$ cat src/rtl/game_pkg.sv
// Shared runner-game types and constants used by the sequencer and the drawers.
// Pure declarations: no logic, no latency, no backpressure.
package game_pkg;

  typedef enum logic [1:0] {
    IDLE = 2'd0,
    RUN  = 2'd1,
    DEAD = 2'd2
  } state_e;

  localparam int COORD_W = 12;
  localparam int SPEED_W = 4;
  localparam int SCORE_W = 17;

  // One bit wider than a coordinate so it can be compared against a 13-bit sum.
  localparam logic [COORD_W:0]   HORIZON_W = 13'd2400;
  localparam logic [SCORE_W-1:0] SCORE_MAX = 17'd99999;

endpackage

$ cat src/rtl/scroll_ctrl_if.sv
// Sequencer I/O bundle: key/collision in from the game, motion state out to the drawers.
// Plain per-frame levels, no handshake; master = game side, slave = scroll_ctrl.
interface scroll_ctrl_if;
  import game_pkg::*;

  logic               start_key;
  logic               collide;
  state_e             state;
  logic               dead;
  logic [COORD_W-1:0] scroll_x;
  logic [COORD_W-1:0] cloud_x;
  logic [SPEED_W-1:0] step;
  logic [SPEED_W-1:0] speed;
  logic [SCORE_W-1:0] score;

  modport master (
    output start_key, collide,
    input  state, dead, scroll_x, cloud_x, step, speed, score
  );

  modport slave (
    input  start_key, collide,
    output state, dead, scroll_x, cloud_x, step, speed, score
  );

endinterface

$ cat src/rtl/scroll_ctrl_wrap_accum.sv
// Registered modulo-HORIZON_W accumulator; updates one frame after i_en.
// No backpressure: holds its value whenever i_en is low.
module wrap_accum
  import game_pkg::*;
(
  input  logic               frame_Clk,
  input  logic               Reset,
  input  logic               i_en,
  input  logic [COORD_W-1:0] i_inc,
  output logic [COORD_W-1:0] o_val
);

  logic [COORD_W-1:0] r_val;
  logic [COORD_W:0]   w_sum;
  logic [COORD_W-1:0] w_wrapped;

  // Increment is always below HORIZON_W, so one conditional subtract wraps fully.
  assign w_sum     = {1'b0, r_val} + {1'b0, i_inc};
  assign w_wrapped = (w_sum >= HORIZON_W) ? COORD_W'(w_sum - HORIZON_W) : COORD_W'(w_sum);

  always_ff @(posedge frame_Clk or posedge Reset) begin
    if (Reset)     r_val <= '0;
    else if (i_en) r_val <= w_wrapped;
  end

  assign o_val = r_val;

endmodule

$ cat src/rtl/scroll_ctrl.sv
// Runner-game frame sequencer: IDLE/RUN/DEAD FSM, speed ramp, score and scroll offsets.
// All outputs registered, one frame after the sampled inputs; no backpressure.
module scroll_ctrl
  import game_pkg::*;
#(
  parameter int SPEED_INIT   = 4,
  parameter int SPEED_MAX    = 12,
  parameter int RAMP_FRAMES  = 600,
  parameter int SCORE_DIV    = 6,
  parameter int DEAD_LOCKOUT = 30
) (
  input  logic         frame_Clk,
  input  logic         Reset,
  scroll_ctrl_if.slave bus
);

  localparam int RAMP_W = $clog2(RAMP_FRAMES);
  localparam int DIV_W  = $clog2(SCORE_DIV);
  localparam int LOCK_W = $clog2(DEAD_LOCKOUT + 1);

  localparam logic [SPEED_W-1:0] SPD_INIT  = SPEED_W'(SPEED_INIT);
  localparam logic [SPEED_W-1:0] SPD_MAX   = SPEED_W'(SPEED_MAX);
  localparam logic [RAMP_W-1:0]  RAMP_LAST = RAMP_W'(RAMP_FRAMES - 1);
  localparam logic [DIV_W-1:0]   DIV_LAST  = DIV_W'(SCORE_DIV - 1);
  localparam logic [LOCK_W-1:0]  LOCK_LOAD = LOCK_W'(DEAD_LOCKOUT);

  state_e             r_state, w_next_state;
  logic               r_start_q, r_dead;
  logic [SPEED_W-1:0] r_speed, r_step, w_speed_next;
  logic [SCORE_W-1:0] r_score;
  logic [RAMP_W-1:0]  r_ramp_cnt;
  logic [DIV_W-1:0]   r_div_cnt;
  logic [LOCK_W-1:0]  r_lock_cnt;
  logic               w_start_edge, w_run_adv, w_collide_hit, w_restart;
  logic [COORD_W-1:0] w_scroll_inc, w_cloud_inc, w_scroll_x, w_cloud_x;

  assign w_start_edge = bus.start_key & ~r_start_q;

  always_ff @(posedge frame_Clk or posedge Reset) begin
    if (Reset) r_state <= IDLE;
    else       r_state <= w_next_state;
  end

  always_comb begin
    w_next_state = r_state;
    case (r_state)
      IDLE:    if (w_start_edge)                      w_next_state = RUN;
      RUN:     if (bus.collide)                       w_next_state = DEAD;
      DEAD:    if (w_start_edge && r_lock_cnt == '0)  w_next_state = RUN;
      default:                                        w_next_state = IDLE;
    endcase
  end

  always_comb begin
    w_run_adv     = 1'b0;
    w_collide_hit = 1'b0;
    w_restart     = 1'b0;
    case (r_state)
      RUN: begin
        w_run_adv     = ~bus.collide;
        w_collide_hit = bus.collide;
      end
      DEAD:    w_restart = (w_next_state == RUN);
      default: ;
    endcase
  end

  always_comb begin
    w_speed_next = r_speed;
    if (w_restart)
      w_speed_next = SPD_INIT;
    else if (w_run_adv && r_ramp_cnt == RAMP_LAST && r_speed < SPD_MAX)
      w_speed_next = r_speed + 1'b1;
  end

  always_ff @(posedge frame_Clk or posedge Reset) begin
    if (Reset) begin
      r_start_q  <= 1'b0;
      r_speed    <= SPD_INIT;
      r_step     <= '0;
      r_dead     <= 1'b0;
      r_score    <= '0;
      r_ramp_cnt <= '0;
      r_div_cnt  <= '0;
      r_lock_cnt <= '0;
    end else begin
      r_start_q <= bus.start_key;
      r_speed   <= w_speed_next;
      // step mirrors the speed the scroll will use next frame, zero outside RUN
      r_step    <= (w_next_state == RUN) ? w_speed_next : '0;
      r_dead    <= (w_next_state == DEAD);
      if (w_restart) begin
        r_score    <= '0;
        r_ramp_cnt <= '0;
        r_div_cnt  <= '0;
      end else if (w_run_adv) begin
        r_ramp_cnt <= (r_ramp_cnt == RAMP_LAST) ? '0 : r_ramp_cnt + 1'b1;
        if (r_div_cnt == DIV_LAST) begin
          r_div_cnt <= '0;
          if (r_score < SCORE_MAX) r_score <= r_score + 1'b1;
        end else begin
          r_div_cnt <= r_div_cnt + 1'b1;
        end
      end
      if (w_collide_hit)
        r_lock_cnt <= LOCK_LOAD;
      else if (r_state == DEAD && r_lock_cnt != '0)
        r_lock_cnt <= r_lock_cnt - 1'b1;
    end
  end

  assign w_scroll_inc = COORD_W'(r_speed);
  assign w_cloud_inc  = COORD_W'(r_speed >> 1);

  wrap_accum u_scroll (
    .frame_Clk (frame_Clk),
    .Reset     (Reset),
    .i_en      (w_run_adv),
    .i_inc     (w_scroll_inc),
    .o_val     (w_scroll_x)
  );

  wrap_accum u_cloud (
    .frame_Clk (frame_Clk),
    .Reset     (Reset),
    .i_en      (w_run_adv),
    .i_inc     (w_cloud_inc),
    .o_val     (w_cloud_x)
  );

  assign bus.state    = r_state;
  assign bus.dead     = r_dead;
  assign bus.scroll_x = w_scroll_x;
  assign bus.cloud_x  = w_cloud_x;
  assign bus.step     = r_step;
  assign bus.speed    = r_speed;
  assign bus.score    = r_score;

endmodule

$ cat src/flat_wrapper.sv
// flat-port wrapper written by rule: the top's interface ports become plain ports
module scroll_ctrl_flat import game_pkg::*;
#(
  parameter int SPEED_INIT   = 4,
  parameter int SPEED_MAX    = 12,
  parameter int RAMP_FRAMES  = 600,
  parameter int SCORE_DIV    = 6,
  parameter int DEAD_LOCKOUT = 30
)
  (frame_Clk, Reset, bus_start_key, bus_collide, bus_state, bus_dead, bus_scroll_x, bus_cloud_x, bus_step, bus_speed, bus_score);
  scroll_ctrl_if bus_i ();
  input  logic frame_Clk;
  input  logic Reset;
  input wire logic [$bits(bus_i.start_key)-1:0] bus_start_key;
  input wire logic [$bits(bus_i.collide)-1:0] bus_collide;
  output wire logic [$bits(bus_i.state)-1:0] bus_state;
  output wire logic [$bits(bus_i.dead)-1:0] bus_dead;
  output wire logic [$bits(bus_i.scroll_x)-1:0] bus_scroll_x;
  output wire logic [$bits(bus_i.cloud_x)-1:0] bus_cloud_x;
  output wire logic [$bits(bus_i.step)-1:0] bus_step;
  output wire logic [$bits(bus_i.speed)-1:0] bus_speed;
  output wire logic [$bits(bus_i.score)-1:0] bus_score;
  assign bus_i.start_key = bus_start_key;
  assign bus_i.collide = bus_collide;
  assign bus_state = bus_i.state;
  assign bus_dead = bus_i.dead;
  assign bus_scroll_x = bus_i.scroll_x;
  assign bus_cloud_x = bus_i.cloud_x;
  assign bus_step = bus_i.step;
  assign bus_speed = bus_i.speed;
  assign bus_score = bus_i.score;
  scroll_ctrl #(.SPEED_INIT(SPEED_INIT), .SPEED_MAX(SPEED_MAX), .RAMP_FRAMES(RAMP_FRAMES), .SCORE_DIV(SCORE_DIV), .DEAD_LOCKOUT(DEAD_LOCKOUT)) u_core (.frame_Clk(frame_Clk), .Reset(Reset), .bus(bus_i));
endmodule
$ cat config.mk
export PLATFORM = sky130hd
export DESIGN_NAME = scroll_ctrl_flat
export DESIGN_NICKNAME = d
export VERILOG_FILES = /design/src/rtl/game_pkg.sv /design/src/rtl/scroll_ctrl_if.sv /design/src/rtl/scroll_ctrl_wrap_accum.sv /design/src/rtl/scroll_ctrl.sv /design/src/flat_wrapper.sv
export SDC_FILE = /design/constraint.sdc
export NUM_CORES = 1
export LEC_CHECK = 0
export ABC_AREA = 1
export ABC_CLOCK_PERIOD_IN_PS = 4400
export CORE_ASPECT_RATIO = 1.75
export CORE_MARGIN = 5
export CORE_UTILIZATION = 63
export CTS_BUF_LIST = sky130_fd_sc_hd__clkbuf_8 sky130_fd_sc_hd__clkbuf_16
export DETAILED_ROUTE_END_ITERATION = 16
export PLACE_DENSITY = 0.95
export RECOVER_POWER = 100
export SLEW_MARGIN = 10
export SYNTH_ARGS = -nofsm -noshare
export SYNTH_HDL_FRONTEND = slang
export SYNTH_HIERARCHICAL = 1
export SYNTH_SLANG_ARGS = --single-unit
$ cat constraint.sdc
create_clock -name frame_Clk -period 4.4 [get_ports frame_Clk]
set_input_delay 0.88 -clock frame_Clk [delete_from_list [all_inputs] [get_ports frame_Clk]]
set_output_delay 0.88 -clock frame_Clk [all_outputs]
set_load 0.05 [all_outputs]
# ---- Word-level counts from Yosys, hierarchy flattened
# Index checks and enable logic that the tools add are counted.
dict set report classes {
  n_reduce_logical 12
  bitwise_logic 3
  n_eq_ne 6
  n_mux 24
  addsub 9
  order_cmp 4
}
# cell count
set ops {}
lappend ops {{17-bit two-way mux} 4}
lappend ops {{10-bit two-way mux} 3}
lappend ops {{13-bit by 12-bit >= comparator with 1-bit output, second input constant} 2}
lappend ops {{12-bit two-way mux} 2}
lappend ops {{12-bit subtractor, second input constant} 2}
lappend ops {{17-bit by 1-bit adder with 17-bit output, second input constant} 1}
lappend ops {{17-bit less-than comparator, second input constant} 1}
lappend ops {{12-bit by 3-bit adder with 13-bit output} 1}
lappend ops {{12-bit by 4-bit adder with 13-bit output} 1}
lappend ops {{4-bit two-way mux} 3}
lappend ops {{10-bit by 1-bit adder with 10-bit output, second input constant} 1}
lappend ops {{10-bit == test, second input constant} 1}
lappend ops {{5-bit two-way mux} 2}
lappend ops {{3-bit two-way mux} 3}
lappend ops {{2-bit nonzero test} 4}
lappend ops {{2-bit two-way mux} 3}
lappend ops {{2-bit case mux with 3 select lines} 1}
lappend ops {{5-bit zero test} 1}
lappend ops {{5-bit nonzero test} 1}
lappend ops {{5-bit by 1-bit subtractor with 5-bit output, second input constant} 1}
lappend ops {{4-bit by 1-bit adder with 4-bit output, second input constant} 1}
lappend ops {{2-bit by 1-bit == test with 1-bit output, second input constant} 2}
lappend ops {{2-bit == test, second input constant} 2}
lappend ops {{1-bit logical AND} 4}
lappend ops {{8 further kinds} 11}
dict set report totals {
  in_bits 4
  elab_cells 69
  regBits 71
}

# ---- Longest topological paths before layout
# Gate-level depths: netlist of run 1.
dict set report depth {
  word_depth 9
  ltp_mapped 19
  ltp_nobuf 19
}

# ---- By module
# Netlist of run 1, hierarchy kept.
# module cells_each seq_area_each_um2 n_inst area_each_um2
set modules_own_cells {}
lappend modules_own_cells {wrap_accum 258 300.3 2 1550.2}
lappend modules_own_cells {scroll_ctrl 389 1177.4 1 2846.5}

# ---- Worst setup path after synthesis of run 1
# No wires, ideal clock.
dict set report synth_timing {
  path_type {reg2reg}
  from {register u_core.r_speed[1], in the netlist u_core/bus.speed[1]}
  to {register u_core.u_cloud.r_val[10], in the netlist u_core/u_cloud/o_val[10]}
  path_slack_ns 1.535
  path_stages_with_launch 20
  period_less_slack_ns 2.865
  required_ns 4.282
  arrival_time_ns 2.747
  setup_time_ns 0.118
  cell_sequence {dfrtp_1 > ha_1 > fa_1 > nand2_1 > nand2_1 > nand3_1 > nand2_1 > nand2_1 > nand2_2 > ha_1 > inv_1 > nand3_1 > nand2_2 > nand3_2 > nor2_2 > nand2_2 > nand3_1 > nand2_1 > nand2_1 > nand2_1}
}
dict set report synth_via {
  elab_chain_len 3
  elab_cells_between_ends 4
}
# item line_no
set synth_rtl {}
lappend synth_rtl {{from (decl)} scroll_ctrl.sv:29} ;# logic [SPEED_W-1:0] r_speed, r_step, w_speed_next;
lappend synth_rtl {{from (signal assigned)} scroll_ctrl.sv:88} ;# r_speed <= w_speed_next;
lappend synth_rtl {{12-bit by 3-bit adder with 13-bit output (*)} scroll_ctrl_wrap_accum.sv:18} ;# assign w_sum = {1'b0, r_val} + {1'b0, i_inc};
lappend synth_rtl {{12-bit subtractor / 13-bit by 12-bit >= comparator with 1-bit output (equally long branches)} scroll_ctrl_wrap_accum.sv:19} ;# assign w_wrapped = (w_sum >= HORIZON_W) ? COORD_W'(w_sum - HORIZON_W) : COORD_W'(w_sum);
lappend synth_rtl {{12-bit two-way mux (*)} scroll_ctrl_wrap_accum.sv:19}
lappend synth_rtl {{to (signal assigned)} scroll_ctrl_wrap_accum.sv:23} ;# else if (i_en) r_val <= w_wrapped;
lappend synth_rtl {{to (decl)} scroll_ctrl_wrap_accum.sv:13} ;# logic [COORD_W-1:0] r_val;
# Every way passes the cells marked *; elsewhere a longest branch is shown, timed or not.
# A chain may end at the register's enable or synchronous reset.

# ---- Worst setup path in the final report of run 1
dict set report layout_timing {
  from {input port bus_collide}
  to {register u_core.r_speed[0], in the netlist u_core/bus.speed[0]}
}
dict set report layout_via {
  elab_chain_len 6
  elab_cells_between_ends 10
}
# item line_no
set layout_rtl {}
lappend layout_rtl {{from (decl)} flat_wrapper.sv:15} ;# input wire logic [$bits(bus_i.collide)-1:0] bus_collide;
lappend layout_rtl {{branches (longest 5 deep; another with 2-bit case mux with 3 select lines)} --}
lappend layout_rtl {{4-bit two-way mux (*)} scroll_ctrl.sv:70} ;# if (w_restart)
lappend layout_rtl {{named net u_core.w_speed_next[0]} scroll_ctrl.sv:29}
# Mark *: on every way through the listed nets, which the timed path passes.

==> flow_summary.json, run 1 <==
{
  "holdPathEnd": "u_core/r_ramp_cnt[1]",
  "end_kind": "register",
  "cts_resized": 0,
  "drv_slew": 48,
  "cts_tree": "done",
  "async_flop_share": 1.00,
  "port-buffer-count": 55,
  "die_w_um": 83.4,
  "leakagePower_nw": 3.92,
  "yosysTopAreaCellShare": 0.295,
  "fin_crit_sh": 0.772,
  "synth.distinct_cells": 39,
  "arrival_ps": 3640,
  "r2r_end": "u_core/u_cloud/o_val[10]",
  "pre_cts_slack_ps": 1400,
  "grt_max_degree": 48,
  "core_area_mm2": 0.00935,
  "power_density_mw_per_mm2": 660,
  "cts_buffer_depth": 2,
  "busiest_layer": "met2",
  "fmax_mhz": 294,
  "cts_made_buffers": 9,
  "clk_latency_ps": 340,
  "grt_usage": 0.290,
  "worst_slew_margin_rel": -0.196,
  "critPathLaunchType": "input pin",
  "area_growth_pct": 17.5,
  "tightestPinTransition_ps": 1790,
  "nFillCells": 685,
  "setup_slack_ps": 1000,
  "path_depth": 9,
  "syn_inst": 905,
  "cp_max_fo": 17,
  "drv_cap": 1,
  "root_buffer": "clkbuf_16",
  "skew_ps": 5.39,
  "crit_top_cell": "nand2_1",
  "r2r_cells": 19,
  "status": "finished with violations",
  "crit_path_top_delay_cell": "clkbuf_1",
  "min_path_cells": 2,
  "layout_commonest_cell": "nand2_1",
  "ys.flop_type": "dfrtp_1",
  "most-common-layout-cells": "nand2_1, nand3_1, inv_1, dfrtp_1, nor2_1",
  "finish.utilization": 0.747,
  "worstReg2RegStart": "u_core/bus.speed[1]",
  "grt_use_met1": 0.314,
  "synth_warnings": 6,
  "ir_drop_v": 0.000350,
  "violations": "capacitance limit, slew limit",
  "syn_area_mm2": 0.00595,
  "min-delay-start": "u_core/r_ramp_cnt[1]",
  "ys_seq_area_frac": 0.299,
  "detail_route.wirelength_um": 16500,
  "grt_util_met3": 0.0458,
  "drive_above_1_share": 0.0827,
  "synth-seq-cells": 71,
  "synth-edff-count": 0,
  "drtIter0Drc": 641,
  "worstSetupPathType": "input pin to register",
  "hold_viol": 0,
  "initial_utilization": 0.636,
  "avgSynthCellArea_um2": 6.57,
  "crit_path_cell_trace": "dlygate4sd3_1, inv_1, nand2_1, inv_1, clkbuf_1, nand3_1, nand2_1, nand2_1, nor2_1",
  "overflow": 0,
  "std_cell_rows": 47,
  "die_area_mm2": 0.0116,
  "vias": 6429,
  "antennaDiodeCount": 0,
  "synth_top_area_cell": "dfrtp_1",
  "die_h_um": 139,
  "path_clk_slew_ps": 60,
  "routedWlPerCell_um": 15.0,
  "grt_antenna_before_repair": 0,
  "gp_congestion": 0.962,
  "htree_num_levels": 3,
  "max_stage_delay_ps": 630,
  "pin_count": 56,
  "finalSetupViolCount": 0,
  "required_ps": 4640,
  "ctsHoldBuffers": 0,
  "drt-vias-per-instance": 5.83,
  "tns_ps": 0,
  "rsz0062_at_grt": "no",
  "firstDrtPassIters": 6,
  "fin_cells": 1102,
  "grt_pass1_wl_um": 27900,
  "finish.net_count": 1012,
  "yosys-top-cells-area": "dfrtp_1, nand2_1, nand3_1",
  "post_cts_buffers": 0,
  "reg2reg_slack_ps": 1270,
  "drc": 0,
  "detail-route-antenna-nets": 0,
  "placed_cells": 1086,
  "min_period_ps": 3400,
  "whs_ps": 503,
  "grt_pass1_vias": 6258,
  "crit_buf_inv": 4,
  "hp-class": "register to register",
  "met2_usage": 0.533,
  "clock-sinks": 71,
  "crit_family": "buffers and inverters",
  "dp_hpwl_um": 11800
}
[worst register-to-register path: stages (launching register included)]
cell and delay (ps):
dfrtp_1 480, ha_1 300, fa_1 450, nand2_1 100
nand2_1 100, nand3_1 120, nand2_1 90, nand2_1 70
nand2_1 110, ha_1 230, inv_1 60, nand3_1 90
nand2_1 130, nand3_1 140, nor2_2 100, nand2_1 150
nand3_1 130, nand2_1 60, nand2_1 50, nand2_1 60
[where the power goes]
| group | total (mW) | switching (mW) | internal, mW |
|---|---|---|---|
| Sequential | 1.01 | 0.179 | 0.827 |
| Clock | 0.895 | 0.282 | 0.613 |
| Combinational | 2.71 | 1.85 | 0.860 |
[Yosys cell counts (2+ instances only)]
library cell,instances
o21ai_0,21
buf_2,7
ha_1,31
a31oi_1,2
nand4_1,41
a21o_1,3
dfrtp_1,70
buf_4,3
a21oi_1,10
or2_2,2
o211ai_1,2
fa_1,2
o21ai_2,2
nor2_1,67
nand3b_1,3
nand2_2,20
clkinv_1,2
nor2_2,8
o21ai_1,3
a21oi_4,2
o211ai_2,2
xor2_1,10
nand2_4,2
inv_1,111
clkbuf_1,3
inv_2,8
xnor2_1,3
nand3_2,22
and2_4,2
nand3_1,110
nand2_1,319
nor3_1,5
[layout make-up]
cell class	instances	area, um2	share of cell area
multi-input combinational	714	3660	0.524
inverter	121	454	0.0650
clock inverter	7	145	0.0208
clock buffer	9	225	0.0322
timing repair buffer	58	569	0.0815
tap	122	153	0.0219
sequential	71	1780	0.255
[flip-flops by register name, indices dropped and copies added (netlist names)]
register	flops
u_core/r_start_q	1
u_core/r_ramp_cnt	10
u_core/u_cloud/o_val	12
u_core/r_lock_cnt	5
u_core/bus.speed	4
u_core/bus.step	4
u_core/r_div_cnt	3
u_core/bus.score	17
u_core/bus.state	2
u_core/bus.dead	1
u_core/u_scroll/o_val	12
[worst max path at each step]
stage / startpoint / end / slack [ps]
3_3_place_gp: bus_start_key / u_core/r_ramp_cnt[4] / 1440
5_1_grt: bus_collide / u_core/bus.step[3] / 830
6_report: bus_collide / u_core/bus.speed[0] / 1000
3_5_place_dp: bus_start_key / u_core/r_ramp_cnt[4] / 1400
4_1_cts: u_core/bus.speed[1] / u_core/u_cloud/o_val[10] / 1470
2_1_floorplan: u_core/bus.speed[1] / u_core/u_cloud/o_val[10] / 1540
[metrics by stage]
step | instance area [um2] | total power [mW]
detailed placement | 6650 | 3.67
finish | 6990 | 4.61
floorplan | 6010 | 3.05
CTS | 7020 | 4.60
global placement | 6650 | 3.62
global route | 6990 | 4.94
[cells by family after synthesis]
logic type                 synth area share
other                              0.000631
AOI/OAI and AO/OA                    0.0507
xor gates and xnor gates             0.0191
DFF                                   0.299
buffers and inverters                0.0905
adders and majority gates            0.0720
and+or+nand+nor                       0.468
[layer usage]
layer  share of wire  up-vias
met1            0.36     2950
met3           0.056       97
met2            0.53      344
met4           0.053        0
met5               0        -
li1                -     3038
Note: power is estimated with default switching activity, not from simulation.
==> inputs of run 2 (changes only) <==
--- a/config.mk
+++ b/config.mk
@@ -6,13 +6,13 @@
 export NUM_CORES = 1
 export LEC_CHECK = 0
 export ABC_AREA = 1
-export ABC_CLOCK_PERIOD_IN_PS = 4400
+export ABC_CLOCK_PERIOD_IN_PS = 3200
 export CORE_ASPECT_RATIO = 1.75
 export CORE_MARGIN = 5
-export CORE_UTILIZATION = 63
+export CORE_UTILIZATION = 59
 export CTS_BUF_LIST = sky130_fd_sc_hd__clkbuf_8 sky130_fd_sc_hd__clkbuf_16
 export DETAILED_ROUTE_END_ITERATION = 16
-export PLACE_DENSITY = 0.95
+export PLACE_DENSITY = 0.9
 export RECOVER_POWER = 100
 export SLEW_MARGIN = 10
 export SYNTH_ARGS = -nofsm -noshare
==> constraint.sdc (replaced) <==
create_clock -name frame_Clk -period 3.2 [get_ports frame_Clk]
set_input_delay 0.64 -clock frame_Clk [delete_from_list [all_inputs] [get_ports frame_Clk]]
set_output_delay 0.64 -clock frame_Clk [all_outputs]
set_load 0.05 [all_outputs]
==> flow_summary.json, run 2 (same netlist as run 1, synthesis figures left out) <==
{
  "status": "complete, no violations",
  "initial_utilization": 0.604,
  "grt_pass1_wl_um": 26700,
  "antennaDiodeCount": 0,
  "worst_slew_margin_rel": 0.218,
  "worstSetupPathType": "register to register",
  "port-buffer-count": 55,
  "worstReg2RegStart": "u_core/bus.speed[0]",
  "drv_cap": 0,
  "required_ps": 3420,
  "hold_viol": 0,
  "vias": 6207,
  "critPathLaunchType": "register",
  "holdPathEnd": "u_core/u_scroll/o_val[0]",
  "min_period_ps": 2890,
  "finalSetupViolCount": 0,
  "drive_above_1_share": 0.0875,
  "clk_latency_ps": 340,
  "crit_top_cell": "nand2_1",
  "ir_drop_v": 0.000500,
  "fmax_mhz": 346,
  "drv_slew": 0,
  "power_density_mw_per_mm2": 875,
  "grt_usage": 0.269,
  "crit_family": "simple AND/OR/NAND/NOR gates",
  "cts_resized": 0,
  "cts_buffer_depth": 2,
  "overflow": 0,
  "whs_ps": 495,
  "max_stage_delay_ps": 450,
  "skew_ps": 8.52,
  "firstDrtPassIters": 7,
  "crit_path_cell_trace": "ha_1, fa_1, nand2_1, nand2_1, nand3_1, nand2_1, nand2_1, nand2_2, ha_1, inv_1, nand3_1, nand2_1, nand3_2, nor2_2, nand2_2, nand3_1, nand2_1, nand2_1, nand2_1",
  "largest_register_ff_count": 17,
  "design_area_mm2": 0.00691,
  "finish.utilization": 0.701,
  "drc": 0,
  "cts_tree": "done",
  "pre_cts_slack_ps": 416,
  "layout_commonest_cell": "nand2_1",
  "routedWlPerCell_um": 14.3,
  "tightestPinTransition_ps": 1170,
  "die_w_um": 85.9,
  "cts_made_buffers": 9,
  "die_h_um": 143,
  "arrival_ps": 3110,
  "r2r_end": "u_core/u_scroll/o_val[9]",
  "end_kind": "register",
  "setup_slack_ps": 309,
  "core_area_mm2": 0.00985,
  "die_area_mm2": 0.0123,
  "min_path_cells": 2,
  "std_cell_rows": 48,
  "clock-sinks": 71,
  "nFillCells": 841,
  "r2r_cells": 19,
  "reg2reg_slack_ps": 310,
  "finish.net_count": 1015,
  "grt_max_degree": 48,
  "dpl_cell_area_mm2": 0.00668,
  "crit_path_top_delay_cell": "dfrtp_1",
  "root_buffer": "clkbuf_16",
  "dp_hpwl_um": 11700,
  "ctsHoldBuffers": 0,
  "area_growth_pct": 16.2,
  "post_cts_buffers": 0,
  "crit_buf_inv": 1,
  "most-common-layout-cells": "nand2_1, nand3_1, inv_1, dfrtp_1, nor2_1",
  "rsz0062_at_grt": "no",
  "pin_count": 56,
  "tns_ps": 0,
  "detail-route-antenna-nets": 0,
  "grt_pass1_vias": 5945,
  "leakagePower_nw": 3.88,
  "path_clk_slew_ps": 60,
  "drt-vias-per-instance": 5.60,
  "min-delay-start": "u_core/u_scroll/o_val[0]",
  "htree_num_levels": 3,
  "detail_route.wirelength_um": 15800,
  "fin_crit_sh": 0.904,
  "drtIter0Drc": 470,
  "grt_antenna_before_repair": 0,
  "gp_congestion": 0.967,
  "cp_max_fo": 7,
  "hp-class": "register to register"
}
## run 2: cell count changes in the layout (fill, tap and decap cells not counted), moves of 2 or more
cell,previous run,this run
bufinv_16,4,0
clkinvlp_4,1,3
nand2_2,12,16
clkbuf_2,0,2
nand2_1,327,324
## run 2: stage by stage
step / cells / power (mW)
finish: 1108 / 6.05
detailed placement: 1092 / 5.04
global route: 1108 / 6.53
CTS: 1108 / 6.05
global placement: 1092 / 5.02
floorplan: 921 / 4.19
## run 2: how the worst max path moves through the flow
stage / end / cells after the start / start / slack (ps)
2_1_floorplan: u_core/u_cloud/o_val[10] / 19 / u_core/bus.speed[1] / 340
3_3_place_gp: u_core/u_scroll/o_val[10] / 19 / u_core/bus.speed[0] / 510
3_5_place_dp: u_core/u_scroll/o_val[7] / 19 / u_core/bus.speed[0] / 420
4_1_cts: u_core/u_scroll/o_val[9] / 19 / u_core/bus.speed[0] / 390
5_1_grt: u_core/u_scroll/o_val[9] / 19 / u_core/bus.speed[0] / 50
6_report: u_core/u_scroll/o_val[9] / 19 / u_core/bus.speed[0] / 310
## run 2: cell type report
class	count	area (um2)	area share
multi-input cells	714	3650	0.528
repair buffers	61	587	0.0849
clock buffers	10	239	0.0346
inverters	121	454	0.0657
well taps	125	156	0.0226
clock inverters	6	45.0	0.00652
flip-flops and latches	71	1780	0.257
## run 2: metal layers
layer | GRT usage | share of wire | routed length [um]
met3 | 0.0433 | 0.047 | 748
met4 | 0.146 | 0.041 | 657
met5 | 0 | 0 | 0
met2 | 0.493 | 0.54 | 8600
met1 | 0.287 | 0.37 | 5830
## run 2: where the power goes
part / total [mW] / switching [mW] / internal, mW
logic: 3.72 / 2.53 / 1.19
registers: 1.37 / 0.229 / 1.14
clock network: 0.958 / 0.410 / 0.548
total: 6.05 / 3.17 / 2.88
## run 2: worst reg2reg max path: cells and delay by family (launching register included)
kind	cells	cell delay [ps]
adders and majority gates	3	930
buffers and inverters	1	50
DFF	1	450
and+or+nand+nor	15	1340
==> inputs of run 3 (changes only) <==
--- a/config.mk
+++ b/config.mk
@@ -9,13 +9,12 @@
 export ABC_CLOCK_PERIOD_IN_PS = 3200
 export CORE_ASPECT_RATIO = 1.75
 export CORE_MARGIN = 5
-export CORE_UTILIZATION = 59
+export CORE_UTILIZATION = 57
 export CTS_BUF_LIST = sky130_fd_sc_hd__clkbuf_8 sky130_fd_sc_hd__clkbuf_16
 export DETAILED_ROUTE_END_ITERATION = 16
-export PLACE_DENSITY = 0.9
+export PLACE_DENSITY = 0.89
 export RECOVER_POWER = 100
 export SLEW_MARGIN = 10
 export SYNTH_ARGS = -nofsm -noshare
 export SYNTH_HDL_FRONTEND = slang
-export SYNTH_HIERARCHICAL = 1
 export SYNTH_SLANG_ARGS = --single-unit
==> flow_summary.json, run 3 <==
{
  "gp_congestion": 1.02,
  "detail-route-antenna-nets": 0,
  "crit_path_top_delay_cell": "fa_1",
  "placed_cells": 803,
  "synth-seq-cells": 71,
  "drc": 0,
  "largest_register_ff_count": 17,
  "fin_cells": 819,
  "critPathLaunchType": "register",
  "tightestPinTransition_ps": 1020,
  "yosysTopAreaCellShare": 0.373,
  "grt_max_degree": 34,
  "finish.net_count": 744,
  "die_h_um": 130,
  "ys.flop_type": "dfrtp_1",
  "worstSetupPathType": "register to register",
  "tns_ps": 0,
  "die_area_mm2": 0.0102,
  "antennaDiodeCount": 0,
  "initial_utilization": 0.589,
  "fin_crit_sh": 0.903,
  "htree_num_levels": 3,
  "drt-vias-per-instance": 5.79,
  "required_ps": 3430,
  "post_cts_buffers": 0,
  "drv_slew": 0,
  "path_clk_slew_ps": 60,
  "yosys-top-cells-area": "dfrtp_1, nand2_1, nand3_1",
  "switching_share": 0.409,
  "routedWlPerCell_um": 15.3,
  "grt_antenna_before_repair": 0,
  "synth.distinct_cells": 40,
  "ys_seq_area_frac": 0.379,
  "synth_warnings": 0,
  "ir_drop_v": 0.000405,
  "clock-sinks": 71,
  "p_seq_frac": 0.332,
  "yosys-top-cells-count": "nand2_1, inv_1, dfrtp_1",
  "status": "complete, no violations",
  "cts_resized": 0,
  "root_buffer": "clkbuf_16",
  "dpl_cell_area_mm2": 0.00538,
  "nFillCells": 625,
  "design_area_mm2": 0.00567,
  "ctsHoldBuffers": 0,
  "crit_top_cell": "nand2_1",
  "synth_top_area_cell": "dfrtp_1",
  "vias": 4744,
  "power_density_mw_per_mm2": 698,
  "synth-edff-count": 0,
  "p_int_mw": 2.34,
  "async_flop_share": 1.00,
  "cts_tree": "done",
  "drv_cap": 0,
  "layout_commonest_cell": "nand2_1",
  "leakagePower_nw": 2.98,
  "whs_ps": 495,
  "std_cell_rows": 43,
  "port-buffer-count": 55,
  "area_growth_pct": 20.9,
  "drtIter0Drc": 280,
  "detail_route.wirelength_um": 12600,
  "power_frac_comb": 0.367,
  "firstDrtPassIters": 7,
  "grt_pass1_wl_um": 21600,
  "clk_latency_ps": 340,
  "arrival_ps": 3120,
  "end_kind": "register",
  "overflow": 0,
  "grt_use_met1": 0.282,
  "dp_hpwl_um": 9190,
  "cts_made_buffers": 9,
  "skew_ps": 8.96,
  "cp_max_fo": 8,
  "min_period_ps": 2890,
  "p_clk_frac": 0.301,
  "core_area_mm2": 0.00796,
  "grt_usage": 0.267,
  "cts_buffer_depth": 2,
  "syn_inst": 661,
  "most-common-layout-cells": "nand2_1, inv_1, dfrtp_1, nand3_1, dlygate4sd3_1",
  "grt_util_met3": 0.0532,
  "hp-class": "register to register",
  "finalSetupViolCount": 0,
  "pin_count": 56,
  "busiest_layer": "met2",
  "fmax_mhz": 346,
  "grt_pass1_vias": 4761,
  "avgSynthCellArea_um2": 7.10,
  "power.switching_mw": 1.62,
  "finish.utilization": 0.713,
  "met2_usage": 0.491,
  "max_stage_delay_ps": 440,
  "synth_nets": 681,
  "synth_most_common_cell": "nand2_1",
  "syn_area_mm2": 0.00469,
  "rsz0062_at_grt": "no",
  "drive_above_1_share": 0.0576,
  "crit_path_cell_trace": "ha_1, fa_1, nand3_1, nand2_1, nand3b_1, nand2_1, ha_1, inv_1, nand3_1, nand2_1, nand2_1, nand2_1, nand3_4, nand2_1, nand2_1, nand2_1, nand2_1",
  "worst_slew_margin_rel": 0.314,
  "die_w_um": 78.6,
  "hold_viol": 0
}
-- run 3: final cells by class --
type | instances | area (um2) | share of cell area
multi-input cells | 492 | 2510 | 0.443
flip-flops and latches | 71 | 1780 | 0.313
repair buffers | 64 | 593 | 0.105
inverters | 86 | 323 | 0.0569
clock buffers | 11 | 253 | 0.0445
well taps | 90 | 113 | 0.0198
clock inverters | 5 | 104 | 0.0183
-- run 3: per-stage QoR --
stage	setup slack [ps]	power, mW
4_1_cts	422	4.02
2_1_floorplan	448	2.34
6_report	311	3.96
5_1_grt	68.4	4.17
3_3_place_gp	579	2.76
3_5_place_dp	479	2.81
-- run 3: kinds of logic (layout without fill, tap and decap cells) --
kind of cell	count (synthesis)	count (layout)	synth area share
xor+xnor	21	21	0.0392
simple gates	390	390	0.373
buf+inv	98	166	0.0811
compound gates	65	65	0.0816
fa+ha+maj	16	16	0.0459
flops	71	71	0.379
-- run 3: power groups by stage --
stage / combinational (mW) / clock (mW) / sequential (mW)
after floorplan: 0.667 / 0 / 1.67
after global placement: 1.45 / 0 / 1.31
after detailed placement: 1.49 / 0 / 1.33
after CTS: 1.50 / 1.20 / 1.31
after global routing: 1.58 / 1.23 / 1.35
final: 1.45 / 1.19 / 1.31
-- run 3: critical path: cells and delay by family, from the launching register on --
family / cells / cell delay [ps]
adders and majority gates: 3 / 950
and+or+nand+nor: 13 / 1370
buffers and inverters: 1 / 50
DFF: 1 / 420
-- run 3: layer usage --
metal  part of all wire  vias to the layer above  routed length, um
met3              0.048                       43                607
met4              0.036                        0                458
li1                   -                     2285                  -
met1               0.38                     2255               4730
met2               0.54                      161               6760
met5                  0                        -                  0
-- run 3: path summary, 6_finish.rpt --
check                                           from                  endpoint  slack (ps)  cells past startpoint
worst max-delay path             u_core.bus.speed[0]  u_core.u_scroll.o_val[9]         310                     17
worst min-delay path            u_core.r_lock_cnt[4]      u_core.r_lock_cnt[4]         500                      1
worst max register to register   u_core.bus.speed[0]  u_core.u_scroll.o_val[9]         310                     17
worst min register to register  u_core.r_lock_cnt[4]      u_core.r_lock_cnt[4]         500                      1
max in group asynchronous                      Reset      u_core.r_ramp_cnt[5]         870                      3
min in group asynchronous                      Reset  u_core.u_scroll.o_val[3]         960                      2
